--- config.mk ---
export PLATFORM = sky130hd
export DESIGN_NAME = lsu_bus_master
export DESIGN_NICKNAME = d
export VERILOG_FILES = /design/src/rtl/lsu_bus_master.sv
export SDC_FILE = /design/constraint.sdc
export NUM_CORES = 1
export LEC_CHECK = 0
export ABC_AREA = 1
export BUFFER_PORTS_ARGS = -buffer_cell sky130_fd_sc_hd__buf_4
export CORE_MARGIN = 1
export CORE_UTILIZATION = 30
export DETAILED_ROUTE_END_ITERATION = 8
export MAX_ROUTING_LAYER = met4
export PLACE_DENSITY = 0.56
export RECOVER_POWER = 50
export SYNTH_ARGS = -nofsm -noshare
export SYNTH_HDL_FRONTEND = slang
export SYNTH_SLANG_ARGS = --single-unit
export TNS_END_PERCENT = 5
--- constraint.sdc ---
create_clock -name clk -period 3.1 [get_ports clk]
set_clock_uncertainty 0.1 [all_clocks]
set_input_delay 0 -clock clk [delete_from_list [all_inputs] [get_ports clk]]
set_output_delay 0 -clock clk [all_outputs]
set_load 0.01 [all_outputs]
--- src/rtl/lsu_bus_master.sv ---
// lsu_bus_master: MEM-stage load/store initiator on a handshaked, word-addressed data bus
// Ports:
//   clk, rst                  clock, asynchronous active-high reset
//   mem_read, mem_write       request from MEM stage (write wins)
//   funct3, address           access size/sign and byte address
//   write_data                right-aligned store data
//   stall                     combinational pipeline freeze
//   load_data, load_valid     extended load result and its one-cycle strobe
//   misaligned                one-cycle strobe for a rejected access
//   bus_req/we/addr/be/wdata  bus request side
//   bus_gnt, bus_rvalid       bus acceptance and read-data strobes
//   bus_rdata                 bus read word
//   bus_error                 timeout strobe
// Optional: define LSU_TIMEOUT_EN to abort after TIMEOUT_CYCLES without gnt/rvalid.
module lsu_bus_master #(
    parameter int word_size      = 32,
    parameter int TIMEOUT_CYCLES = 64
) (
    input  logic                 clk,
    input  logic                 rst,
    input  logic                 mem_read,
    input  logic                 mem_write,
    input  logic [2:0]           funct3,
    input  logic [word_size-1:0] address,
    input  logic [word_size-1:0] write_data,
    output logic                 stall,
    output logic [word_size-1:0] load_data,
    output logic                 load_valid,
    output logic                 misaligned,
    output logic                 bus_req,
    output logic                 bus_we,
    output logic [word_size-1:0] bus_addr,
    output logic [3:0]           bus_be,
    output logic [word_size-1:0] bus_wdata,
    input  logic                 bus_gnt,
    input  logic                 bus_rvalid,
    input  logic [word_size-1:0] bus_rdata,
    output logic                 bus_error
);
    typedef enum logic [1:0] {IDLE, REQ, WAIT_R, DONE} state_t;
    state_t state_q;
    logic                 req, mis, is_b, is_h;
    logic [3:0]           be_st;
    logic [word_size-1:0] wd_st, ext;
    logic [15:0]          sh;
    logic [2:0]           f3_q;
    logic [1:0]           off_q;
    logic                 bus_req_q, bus_we_q, load_valid_q, misaligned_q;
    logic [3:0]           bus_be_q;
    logic [word_size-1:0] bus_addr_q, bus_wdata_q, load_data_q;
    assign req  = mem_read | mem_write;
    assign is_b = funct3[1:0] == 2'b00;
    assign is_h = funct3[1:0] == 2'b01;
    assign mis  = is_h ? address[0] : (is_b ? 1'b0 : |address[1:0]);
    assign stall = !rst && ((state_q == IDLE && req && !mis) || state_q == REQ || state_q == WAIT_R);
    assign be_st = is_b ? 4'b0001 << address[1:0] : (is_h ? (address[1] ? 4'b1100 : 4'b0011) : 4'b1111);
    assign wd_st = is_b ? {4{write_data[7:0]}} : (is_h ? {2{write_data[15:0]}} : write_data);
    // Shift the addressed lane down to bit 0; halfword offsets are always 0 or 2.
    assign sh  = 16'(bus_rdata >> {off_q, 3'b000});
    assign ext = f3_q[1:0] == 2'b00 ? {{24{!f3_q[2] & sh[7]}}, sh[7:0]}
               : f3_q[1:0] == 2'b01 ? {{16{!f3_q[2] & sh[15]}}, sh}
               : bus_rdata;
    assign bus_req    = bus_req_q;
    assign bus_we     = bus_we_q;
    assign bus_addr   = bus_addr_q;
    assign bus_be     = bus_be_q;
    assign bus_wdata  = bus_wdata_q;
    assign load_data  = load_data_q;
    assign load_valid = load_valid_q;
    assign misaligned = misaligned_q;
`ifdef LSU_TIMEOUT_EN
    localparam int CW = $clog2(TIMEOUT_CYCLES + 1);
    logic [CW-1:0] cnt_q;
    logic          bus_error_q;
    assign bus_error = bus_error_q;
`else
    // Always 0; the comparison only keeps TIMEOUT_CYCLES referenced.
    assign bus_error = (TIMEOUT_CYCLES < 0);
`endif
    always_ff @(posedge clk or posedge rst) begin
        if (rst) begin
            state_q      <= IDLE;
            f3_q         <= '0;
            off_q        <= '0;
            bus_req_q    <= 1'b0;
            bus_we_q     <= 1'b0;
            bus_addr_q   <= '0;
            bus_be_q     <= '0;
            bus_wdata_q  <= '0;
            load_data_q  <= '0;
            load_valid_q <= 1'b0;
            misaligned_q <= 1'b0;
`ifdef LSU_TIMEOUT_EN
            cnt_q        <= '0;
            bus_error_q  <= 1'b0;
`endif
        end else begin
            load_valid_q <= 1'b0;
            misaligned_q <= 1'b0;
`ifdef LSU_TIMEOUT_EN
            bus_error_q  <= 1'b0;
`endif
            case (state_q)
                IDLE: begin
                    if (req && mis) begin
                        misaligned_q <= 1'b1;
                    end else if (req) begin
                        state_q     <= REQ;
                        f3_q        <= funct3;
                        off_q       <= address[1:0];
                        bus_req_q   <= 1'b1;
                        bus_we_q    <= mem_write;
                        bus_addr_q  <= {address[word_size-1:2], 2'b00};
                        bus_be_q    <= mem_write ? be_st : 4'b1111;
                        bus_wdata_q <= mem_write ? wd_st : '0;
`ifdef LSU_TIMEOUT_EN
                        cnt_q       <= '0;
`endif
                    end
                end
                REQ: begin
                    if (bus_gnt) begin
                        bus_req_q <= 1'b0;
                        state_q   <= bus_we_q ? DONE : WAIT_R;
`ifdef LSU_TIMEOUT_EN
                        cnt_q     <= '0;
                    end else if (cnt_q == CW'(TIMEOUT_CYCLES - 1)) begin
                        bus_req_q    <= 1'b0;
                        bus_error_q  <= 1'b1;
                        load_valid_q <= !bus_we_q;
                        load_data_q  <= bus_we_q ? load_data_q : '0;
                        state_q      <= DONE;
                    end else begin
                        cnt_q <= cnt_q + CW'(1);
`endif
                    end
                end
                WAIT_R: begin
                    if (bus_rvalid) begin
                        load_data_q  <= ext;
                        load_valid_q <= 1'b1;
                        state_q      <= DONE;
`ifdef LSU_TIMEOUT_EN
                    end else if (cnt_q == CW'(TIMEOUT_CYCLES - 1)) begin
                        bus_error_q  <= 1'b1;
                        load_valid_q <= 1'b1;
                        load_data_q  <= '0;
                        state_q      <= DONE;
                    end else begin
                        cnt_q <= cnt_q + CW'(1);
`endif
                    end
                end
                default: state_q <= IDLE;
            endcase
        end
    end
endmodule
==> run_results.csv <==
group,metric,value,unit
status,status,"complete, but fails checks",
status,violations,"max-capacitance violations",
drt,met1_length,7740,um
power,leakagePower,3.95,nW
clock_network,post_cts_buffers,0,
synthesis,synth_warnings,0,
floorplanning,chipWidth,135,um
drt,vias,5560,
drt,met3_length,1220,um
place,place_hpwl,11500,um
grt,grt_overflow,0,
synthesis,syn_inst,690,
place,routabilityCongestion,0.869,
grt,grt_start_max_net_pins,74,
drt,post_drt_via_cell_ratio,4.54,
synthesis,ys_ff_latch,109,
power,peakVddDrop,303,uV
synthesis,synth_edf_count,0,
drt,first_pass_iters,4,
timing,timing.setup.tns,0,ns
floorplanning,io_pins,211,
drt,route.met2.wl,8040,um
synthesis,synthArstFlopShare,100,%
job,cap_viol_max_count,1,
timing,grt_setup_unrepaired,"false",
floorplanning,dieHeight,135,um
setup_path,path_class,"flop to flop",
finish,final_common_cell,"nand2_1",
grt,grt_pass1_wl,27800,um
timing,min_period_over_period,94.3,%
setup_path,arrival,3.12,ns
setup_path,endpoint_kind,"flop",
drt,ant_nets,0,
clock_network,cts.reportedPaths.clkPinSlew,0.08,ns
clock_network,clkLatencyLatePin,0.35,ns
synthesis,synthFlopType,"dfrtp_1",
place,place_ws,1.00,ns
finish,areaGrowthSynthToFinish,51.5,%
place,dp_cells,1095,
finish,final_cell_mix,"254 x nand2_1, 113 x dlygate4sd3_1, 109 x dfrtp_1, 108 x buf_4, 103 x clkbuf_1",
clock_network,cts_buffer_depth,2,
floorplanning,die-area,18200,um^2
timing,setup_viol,0,
timing,hold_slack,0.00952,ns
place,portBuffers,207,
grt,antenna_found_initial,0,
grt,track_usage,20.2,%
worst_hold_path,hold_path_class,"input pin to flop",
grt,grt_pass1_vias,5604,
floorplanning,placementRows,48,
finish,num-nets-final,1103,
timing,min_period,2.92,ns
drt,drtIter0Drc,277,
clock_network,cts_tree,"yes",
timing,maxSlewHeadroom,0.484,%
finish,n_antenna_cell,0,
timing,worst_pin_slew,1.49,ns
floorplanning,coreArea,17300,um^2
place,placed_cell_area,6990,um^2
synthesis,ys_seq_area_share,51.5,%
clock_network,cts-buffers-inserted,9,
drt,top_layer,"met4",
synthesis,synth_cell_types,30,
finish,layoutNonFillerInstCount,1224,
timing,hold_viol,0,
finish,n_fill_cell,1831,
drt,wl,17200,um
clock_network,clock-sinks,109,
synthesis,netlist_area,5300,um^2
setup_path,path_max_fanout,23,
drt,drc,0,
timing,maxSlewViolCount,0,
power,powerDensity,803,nW/um^2
finish,finalInstanceArea,8020,um^2
finish,fin_util,46.4,%
setup_path,worstPathRequired,3.30,ns
synthesis,syn_area_per_cell,7.68,um^2
floorplanning,initial_core_util,30.6,%
timing,setup_ws,0.177,ns
timing,max_freq,342,MHz
clock_network,htreeDepth,3,
power,p_total,6.45,mW
drt,wire_per_inst,14.1,um
clock_network,clock-root-buffer,"clkbuf_16",
finish,layout-drive-gt1-share,14.8,%
setup_path,start_kind,"flop",
## worst max-delay path: stages, from the launching register on
cell and delay, ns:
dfrtp_1 0.42, inv_1 0.10, ha_1 0.20, nand2_1 0.06, buf_4 0.19, inv_1 0.24
buf_6 0.25, o211ai_1 0.11, dlygate4sd3_1 0.58, nand2_1 0.06, dlygate4sd3_1 0.53
## sequential cells by signal, summed over array words and instances (netlist names)
name	flops
load_data	32
bus_we	1
bus_req	1
off_q	2
bus_wdata	32
bus_addr	30
state_q	2
f3_q	3
bus_be	4
load_valid	1
misaligned	1
## area by class of cell
type | instances | area, um^2 | share of cell area (%)
clock buffers | 9 | 225 | 2.81
clock inverters | 7 | 61.3 | 0.764
inverters | 47 | 179 | 2.23
multi-input cells | 501 | 2190 | 27.3
flip-flops and latches | 109 | 2730 | 34.0
well taps | 225 | 282 | 3.51
repair buffers | 326 | 2360 | 29.4
## final timing paths
path	from	endpoint	slack, ns	cells after the start
worst max-delay path	state_q[0]$_DFFE_PP0P_	load_data[5]$_DFFE_PP0P_	0.18	10
worst min-delay path	funct3[1]	bus_be[0]$_DFFE_PP0P_	0.01	5
worst min register to register	bus_addr[30]$_DFFE_PP0P_	bus_addr[30]$_DFFE_PP0P_	0.38	2
min in group asynchronous	rst	bus_wdata[0]$_DFFE_PP0P_	0.54	3
max in group asynchronous	rst	load_data[15]$_DFFE_PP0P_	1.47	4
worst max register to register	state_q[0]$_DFFE_PP0P_	load_data[5]$_DFFE_PP0P_	0.18	10
## kinds of logic after synthesis
logic type                 share of synthesized area [%]
adders and majority gates                          0.945
buffers and inverters                               7.32
other                                             0.0708
and+or+nand+nor                                     29.1
DFF                                                 51.5
AOI/OAI and AO/OA                                   11.1
## per-layer routing
metal	track usage, %	vias up
met3	4.99	15
li1	-	2768
met5	-	-
met2	32.4	188
met1	25.2	2589
met4	5.37	0
## cells in the mapped netlist (2+ instances only)
library cell / number / area share (%)
inv_1: 44 / 3.1
nor2_2: 2 / 0.24
buf_4: 13 / 1.8
o21bai_1: 2 / 0.28
or2_2: 7 / 0.83
o211ai_1: 6 / 0.85
o21ai_0: 58 / 5.5
dfrtp_1: 109 / 51
a21oi_1: 22 / 2.1
buf_6: 2 / 0.43
buf_1: 2 / 0.14
ha_1: 4 / 0.94
nand3_2: 2 / 0.38
inv_2: 2 / 0.14
nor2_1: 90 / 6.4
clkbuf_1: 7 / 0.50
nand2_2: 3 / 0.35
nand3_4: 2 / 0.66
o21ai_1: 19 / 1.8
buf_2: 11 / 1.0
nor3_1: 2 / 0.19
nand2_1: 254 / 18
nand3_1: 20 / 1.9
## power by group
group,leakage (nW),internal (mW),switching [mW]
registers,1.34,2.07,0.426
clock network,0.143,0.559,0.577
logic,2.47,1.07,1.75
## what timing repair did
item	CTS	global route
setup endpoints to repair	0	1
resized for setup	0	1
hold buffers	113	0
hold endpoints to repair	175	0
Power figures use the tool's default switching activity.
